<file path="src/rtl/glitch_seq.sv">
// Multi-pulse glitch sequencer.
// Once armed it waits for a start condition (immediate, synchronised trigger
// edge or trigger level), then waits a programmable delay and emits
// cfg_count+1 glitch_en pulses of programmable width, separated by
// programmable gaps. All outputs are registered.
module glitch_seq #(
   parameter int DELAY_W     = 32,
   parameter int WIDTH_W     = 16,
   parameter int COUNT_W     = 8,
   parameter int SYNC_STAGES = 2
) (
   input  logic               clk,
   input  logic               rst,
   input  logic [DELAY_W-1:0] cfg_delay,
   input  logic [WIDTH_W-1:0] cfg_width,
   input  logic [WIDTH_W-1:0] cfg_gap,
   input  logic [COUNT_W-1:0] cfg_count,
   input  logic [1:0]         cfg_mode,
   input  logic               arm,
   input  logic               abort,
   input  logic               trig_in,
   output logic               ready,
   output logic               armed,
   output logic               busy,
   output logic               glitch_en,
   output logic [COUNT_W-1:0] pulse_idx,
   output logic               done
);

   typedef enum logic [2:0] {
      S_IDLE,
      S_WAIT_TRIG,
      S_DELAY,
      S_PULSE,
      S_GAP
   } state_t;

   typedef enum logic [1:0] {
      M_IMMEDIATE = 2'b00,
      M_RISE      = 2'b01,
      M_FALL      = 2'b10,
      M_LEVEL     = 2'b11
   } mode_t;

   localparam logic [DELAY_W-1:0] D_ONE = DELAY_W'(1);
   localparam logic [WIDTH_W-1:0] W_ONE = WIDTH_W'(1);
   localparam logic [COUNT_W-1:0] C_ONE = COUNT_W'(1);

   // Sequencer state and counters
   state_t               r_state;
   logic [DELAY_W-1:0]   r_dcnt;
   logic [WIDTH_W-1:0]   r_pcnt;
   logic [COUNT_W-1:0]   r_idx;

   // Registered outputs
   logic                 r_ready;
   logic                 r_armed;
   logic                 r_busy;
   logic                 r_glitch;
   logic                 r_done;

   // Configuration captured at arm time
   logic [DELAY_W-1:0]   r_lat_delay;
   logic [WIDTH_W-1:0]   r_lat_width;
   logic [WIDTH_W-1:0]   r_lat_gap;
   logic [COUNT_W-1:0]   r_lat_count;
   mode_t                r_lat_mode;

   // Trigger synchroniser and edge detector
   logic [SYNC_STAGES-1:0] r_sync;
   logic                   r_s_prev;
   logic                   w_s;
   logic                   w_trig_hit;

   // Next-state values
   state_t               w_state_nxt;
   logic [DELAY_W-1:0]   w_dcnt_nxt;
   logic [WIDTH_W-1:0]   w_pcnt_nxt;
   logic [COUNT_W-1:0]   w_idx_nxt;
   logic                 w_done_nxt;
   logic                 w_load;

   assign w_s = r_sync[SYNC_STAGES-1];

   // Bring trig_in into the clk domain and keep the previous synchronised value
   always_ff @(posedge clk) begin
      // NOTE: sequential state always uses non-blocking assignments so every
      // flop samples pre-edge values regardless of statement order.
      if (rst) begin
         r_sync   <= '0;
         r_s_prev <= 1'b0;
      end else begin
         r_sync   <= {r_sync[SYNC_STAGES-2:0], trig_in};
         r_s_prev <= w_s;
      end
   end

   // Select the start condition for the latched mode
   always_comb begin
      w_trig_hit = 1'b0;
      unique case (r_lat_mode)
         M_RISE:  w_trig_hit = w_s & ~r_s_prev;
         M_FALL:  w_trig_hit = ~w_s & r_s_prev;
         M_LEVEL: w_trig_hit = w_s;
         default: w_trig_hit = 1'b0;
      endcase
   end

   // Capture the programmed sequence when an arm is accepted
   always_ff @(posedge clk) begin
      // NOTE: these are plain data registers; they are only read after being
      // loaded at arm time, so they carry no reset.
      if (w_load) begin
         r_lat_delay <= cfg_delay;
         r_lat_width <= cfg_width;
         r_lat_gap   <= cfg_gap;
         r_lat_count <= cfg_count;
         r_lat_mode  <= mode_t'(cfg_mode);
      end
   end

   // Next-state, counter and pulse-index logic; abort overrides everything
   always_comb begin
      // NOTE: every signal gets a default first so no path infers a latch.
      w_state_nxt = r_state;
      w_dcnt_nxt  = r_dcnt;
      w_pcnt_nxt  = r_pcnt;
      w_idx_nxt   = r_idx;
      w_done_nxt  = 1'b0;
      w_load      = 1'b0;

      if (abort) begin
         w_state_nxt = S_IDLE;
      end else begin
         unique case (r_state)
            S_IDLE: begin
               if (arm) begin
                  w_load      = 1'b1;
                  w_dcnt_nxt  = '0;
                  w_pcnt_nxt  = '0;
                  w_idx_nxt   = '0;
                  w_state_nxt = (mode_t'(cfg_mode) == M_IMMEDIATE) ? S_DELAY : S_WAIT_TRIG;
               end
            end
            S_WAIT_TRIG: begin
               if (w_trig_hit) begin
                  w_state_nxt = S_DELAY;
                  w_dcnt_nxt  = '0;
               end
            end
            S_DELAY: begin
               if (r_dcnt == r_lat_delay) begin
                  w_state_nxt = S_PULSE;
                  w_pcnt_nxt  = '0;
               end else begin
                  w_dcnt_nxt  = r_dcnt + D_ONE;
               end
            end
            S_PULSE: begin
               if (r_pcnt == r_lat_width) begin
                  w_pcnt_nxt = '0;
                  if (r_idx == r_lat_count) begin
                     w_state_nxt = S_IDLE;
                     w_done_nxt  = 1'b1;
                  end else begin
                     w_state_nxt = S_GAP;
                  end
               end else begin
                  w_pcnt_nxt = r_pcnt + W_ONE;
               end
            end
            S_GAP: begin
               if (r_pcnt == r_lat_gap) begin
                  w_state_nxt = S_PULSE;
                  w_pcnt_nxt  = '0;
                  w_idx_nxt   = r_idx + C_ONE;
               end else begin
                  w_pcnt_nxt  = r_pcnt + W_ONE;
               end
            end
            default: w_state_nxt = S_IDLE;
         endcase
      end
   end

   // State register; status outputs are registered copies of the next state
   always_ff @(posedge clk) begin
      if (rst) begin
         r_state  <= S_IDLE;
         r_dcnt   <= '0;
         r_pcnt   <= '0;
         r_idx    <= '0;
         r_ready  <= 1'b1;
         r_armed  <= 1'b0;
         r_busy   <= 1'b0;
         r_glitch <= 1'b0;
         r_done   <= 1'b0;
      end else begin
         r_state  <= w_state_nxt;
         r_dcnt   <= w_dcnt_nxt;
         r_pcnt   <= w_pcnt_nxt;
         r_idx    <= w_idx_nxt;
         r_ready  <= (w_state_nxt == S_IDLE);
         r_armed  <= (w_state_nxt == S_WAIT_TRIG);
         r_busy   <= (w_state_nxt == S_DELAY) || (w_state_nxt == S_PULSE) ||
                     (w_state_nxt == S_GAP);
         r_glitch <= (w_state_nxt == S_PULSE);
         r_done   <= w_done_nxt;
      end
   end

   assign ready     = r_ready;
   assign armed     = r_armed;
   assign busy      = r_busy;
   assign glitch_en = r_glitch;
   assign pulse_idx = r_idx;
   assign done      = r_done;

endmodule

</file>
<file path="config.mk">
export PLATFORM = sky130hd
export DESIGN_NAME = glitch_seq
export DESIGN_NICKNAME = d
export VERILOG_FILES = /design/src/rtl/glitch_seq.sv
export SDC_FILE = /design/constraint.sdc
export NUM_CORES = 1
export LEC_CHECK = 0
export BUFFER_PORTS_ARGS = -buffer_cell sky130_fd_sc_hd__buf_2
export CORE_ASPECT_RATIO = 0.5
export CORE_MARGIN = 5
export CORE_UTILIZATION = 37
export CTS_CLUSTER_DIAMETER = 30
export CTS_CLUSTER_SIZE = 16
export DETAILED_ROUTE_END_ITERATION = 16
export PLACE_DENSITY = 0.66
export SLEW_MARGIN = 20
export SYNTH_ARGS = -nofsm -noshare
export SYNTH_HDL_FRONTEND = slang
export SYNTH_SLANG_ARGS = --single-unit
</file>
<file path="constraint.sdc">
create_clock -name clk -period 11.45 [get_ports clk]
set_input_delay 2.8625 -clock clk [delete_from_list [all_inputs] [get_ports clk]]
set_output_delay 2.8625 -clock clk [all_outputs]
set_load 0.1 [all_outputs]
</file>
# Word-level counts from Yosys, hierarchy flattened
# Index checks and enable logic that the tools add are counted.
totals:
  regBits: 141
  in_bits: 79
  out_inout_bits: 13
  wordCells: 84
classes:
  addsub: 3
  eq_ne: 20
  muxes: 26
  bitwise_logic: 7
  n_reduce_logical: 12
ops:
  columns: ["operator", "n"]
  rows:
  - ["$mux 32", 3]
  - ["$pmux 32 s3", 1]
  - ["$mux 16", 4]
  - ["$pmux 16 s4", 1]
  - ["$add 32x1->32 const B", 1]
  - ["$eq 16x16->1", 2]
  - ["$eq 32x32->1", 1]
  - ["$mux 3", 7]
  - ["$add 16x1->16 const B", 1]
  - ["$mux 8", 2]
  - ["$pmux 8 s2", 1]
  - ["$pmux 3 s5", 1]
  - ["$eq 3x2->1 const B", 4]
  - ["$ne 2x2->1 const B", 5]
  - ["$add 8x1->8 const B", 1]
  - ["$eq 8x8->1", 1]
  - ["$reduce_and 4->1", 2]
  - ["$eq 3x1->1 const B", 2]
  - ["$eq 3x3->1 const B", 2]
  - ["$logic_not 3->1", 2]
  - ["$not 1->1", 5]
  - ["$reduce_and 5->1", 1]
  - ["$eq 2x2->1 const B", 2]
  - ["$mux 1", 4]
  - ["10 further kinds", 12]

# Logic depth before layout (Yosys ltp)
logic_depth:
  ltp_word: 9
  mapped_depth: 10
  ltp_nobuf: 8

# Worst setup path before layout
# Ideal clock, no wire load.
synth_timing:
  kind: "in2reg"
  from: "input port abort"
  to: "register r_idx[2], in the netlist pulse_idx[2]"
  setup_time_ns: 0.121
  arrival_time_ns: 5.476
  t_required_ns: 11.329
  path_slack_ns: 5.853
  stages: 5
  n_path_buf: 1
  cell_sequence: "nor2_1 -> and3_1 -> or2_2 -> buf_1 -> nor2_1"
synth_between:
  elab_chain_cells: 2
synth_lines:
  columns: ["item", "line_no", "source"]
  rows:
  - ["start, declared", "20", "input logic abort,"]
  - ["$not 1->1 (no line)", null, null]
  - ["$reduce_and 4->1 (no line)", null, null]
  - ["end signal, assigned", "202", "r_idx <= w_idx_nxt;"]
  - ["end, declared", "53", "logic [COUNT_W-1:0] r_idx;"]
# No other way between the ends.
# A chain may end at the register's enable or synchronous reset.

# Worst setup path in the final report
layout_timing:
  from: "input port abort"
  to: "register r_dcnt[28]"
layout_between:
  elab_chain_cells: 2
layout_lines:
  columns: ["item", "line_no", "source"]
  rows:
  - ["$not 1->1 (no line)", null, null]
  - ["$reduce_and 5->1 (no line)", null, null]
  - ["end signal, assigned", "200", "r_dcnt <= w_dcnt_nxt;"]
  - ["end, declared", "51", "logic [DELAY_W-1:0] r_dcnt;"]
# No other way between the ends.

==> results.yml <==
logic_synthesis:
  syn-instance-count: 562
  synthesis.yosys.warnings: 0
  synth-edff-count: 74
  yosys_register_bits: 141
  syn_area_mm2: 0.00637
  synth_area_per_cell_um2: 11.3
  synth_top_flop_cell: "sky130_fd_sc_hd__edfxtp_1"
  syn_nets: 644
  async_reset_ff_share_pct: 0
  synth_cell_types: 55
  portion_of_the_post_synthesis_area_used_by_sequential_elements_pct: 55.9
sta:
  finClkSkew_ns: 0.0105
  final.min_clock_period_ns: 4.51
  fmax_mhz: 222
  setup_violations: 0
  worst_pin_slew_ns: 1.00
  slew_headroom_pct: 33.2
  rsz0062_at_grt: "no"
  min_period_over_period_pct: 39.4
  fin_tns_setup_ns: 0
  hold_viol: 0
  slew_viol_final: 0
critical_path:
  timing.reg2reg.setup_slack_ns: 8.46
  worstSetupEndpointType: "register"
  crit_type: "in2reg"
  required_ns: 11.76
  worstPathArrival_ns: 4.82
  crit-reg2reg-launch: "r_lat_delay[15]$_DFFE_PP_"
  worstRegToRegCells: 7
  cp-start-kind: "primary input"
  endpoint_of_the_worst_register_to_register_path: "r_pcnt[8]$_SDFFE_PP0P_"
  crit_fanout: 10
final_layout:
  drive_gt1_share_pct: 21.6
  antenna_cells: 0
  synthToLayoutAreaGrowth_pct: 19.7
  finalNetCount: 731
  n_fill_cell: 1548
  finalInstanceArea_mm2: 0.00763
hold_path:
  worstHoldEndpoint: "r_sync[1]$_SDFF_PP0_"
  hold_path_class: "reg2reg"
  whs_path_depth: 1
  holdCritStartpoint: "r_sync[0]$_SDFF_PP0_"
drt:
  post_drt_wl_per_cell_um: 15.0
  drc: 0
  vias: 4458
  detail_route.wirelength_um: 13400
  drc_marker_count_from_the_first_detailed_route_iteration: 247
  post_detailed_route_count_of_antenna_violating_nets: 0
  drt-vias-per-instance: 5.01
  detailedRoute.firstPassIterationCount: 4
run:
  max_cap_viol_count: 0
place:
  placement.cell_area_mm2: 0.00700
  hpwlAfterDp_um: 9340
  number_of_input_and_output_port_buffers_inserted: 91
  gp_congestion: 0.847
global_routing:
  global_route.overflow_total: 0
  grt_pass1_vias: 4390
  grt_usage_pct: 13.8
  number_of_antenna_violations_at_the_first_check_in_global_routing: 0
  grt_first_pass_wirelength_um: 21900
  grt_max_degree: 76
power_and_ir_drop:
  vdd_drop_max_v: 0.0000945
  p_leak_nw: 2.86
  finalPower_mw: 1.18
  power-per-cell-area_mw_per_mm2: 154
die:
  starting_utilization_of_the_core_area_pct: 38.3
  std_cell_rows: 33
  die_width_um: 196
  core_area_mm2: 0.0166
  top_level_ports: 92
  die_y_um: 103
  design.die.area_mm2: 0.0201
clock_tree:
  clk_root_buffer_cell: "sky130_fd_sc_hd__clkbuf_16"
  clkSinkCount: 141
  clkTransAtPathRegs_ns: 0.06
  post-cts-setup-buffer-count: 0
  postCtsResizedCells: 0
  clock_insertion_delay_worst_skew_ns: 0.42
  cts-buffers-inserted: 17
  tritoncts_clock_tree: "done"
  ctsLongestPathBuffers: 2
  post_cts_hold_buffer_count: 0
  cts.htree.levels: 4
run_status:
  status: "finished, final reports clean"
==> worst max-delay path, stage by stage <==
cell and delay (ns):
sky130_fd_sc_hd__buf_2 0.13, sky130_fd_sc_hd__nor2_1 0.26, sky130_fd_sc_hd__o2111ai_4 0.26, sky130_fd_sc_hd__or3_1 0.60, sky130_fd_sc_hd__nor3_4 0.37, sky130_fd_sc_hd__a21oi_1 0.14
sky130_fd_sc_hd__a31o_1 0.20
==> final cells by class <==
class,count,area (µm²),area share [%]
inverters,8,30.0,0.394
repair buffers,93,474,6.22
multi-input cells,388,2660,34.9
clock buffers,22,518,6.79
flip-flops and latches,141,3560,46.7
clock inverters,10,100,1.31
well taps,227,284,3.72
==> worst max path at each step <==
stage | startpoint | end | slack (ns) | cells past startpoint
2_1_floorplan | abort | pulse_idx[2]$_SDFFE_PP0P_ | 5.85 | 5
3_5_place_dp | abort | r_dcnt[25]$_SDFFE_PP0P_ | 6.35 | 6
5_1_grt | abort | r_dcnt[24]$_SDFFE_PP0P_ | 6.83 | 7
3_3_place_gp | abort | r_dcnt[25]$_SDFFE_PP0P_ | 6.42 | 6
4_1_cts | abort | r_dcnt[25]$_SDFFE_PP0P_ | 6.76 | 6
6_report | abort | r_dcnt[28]$_SDFFE_PP0P_ | 6.94 | 7
==> registers in the layout (all words and copies together) (netlist names) <==
register	flops
r_lat_gap	16
glitch_en	1
r_lat_width	16
done	1
r_pcnt	16
r_lat_mode	2
pulse_idx	8
busy	1
r_sync	2
r_lat_count	8
r_state	3
r_s_prev	1
r_dcnt	32
armed	1
ready	1
r_lat_delay	32
==> where the power goes <==
group / internal, mW / switching, mW
Sequential: 0.549 / 0.00659
Combinational: 0.0235 / 0.0351
Clock: 0.346 / 0.218
==> per-stage QoR <==
step           util (%)  hold slack, ns  std cells  setup slack, ns
2_1_floorplan         -           0.414        562             5.85
5_1_grt            45.8           0.458        889             6.83
4_1_cts            45.8           0.458        888             6.76
3_3_place_gp       42.1           0.434        856             6.42
3_5_place_dp       42.1           0.446        856             6.35
6_report           45.8           0.455        889             6.94
==> layout by cell type, fill, tap and decap left out, drive strengths merged, types with 14 or more instances in the layout <==
| master | count |
|---|---|
| nand4 | 17 |
| nor2 | 59 |
| a21oi | 14 |
| edfxtp | 74 |
| xnor2 | 65 |
| nand2 | 38 |
| clkbuf | 22 |
| dfxtp | 67 |
| and3 | 23 |
| buf | 93 |
| xor2 | 27 |
==> cell families after synthesis <==
group           synth area share [%]
simple gates                    17.7
flops                           55.9
xor+xnor                        12.6
compound gates                  10.2
buf+inv                         2.47
mux                            0.471
fa+ha+maj                      0.589
==> synth_stat cells, drive strengths merged, types with 14 or more instances <==
library cell  count  area (µm²)
edfxtp           74        2220
dfxtp            67        1340
xnor2            65         569
nor2             59         221
nand2            38         143
xor2             27         236
and3             23         144
nand4            17         106
a21oi            14        70.1
==> routing by layer <==
layer | GRT usage (%) | wire length (µm)
met5 | 0 | 0
met4 | 4.88 | 161
met3 | 3.98 | 593
met2 | 23.3 | 6450
met1 | 17.2 | 6150
Power figures use the tool's default switching activity.
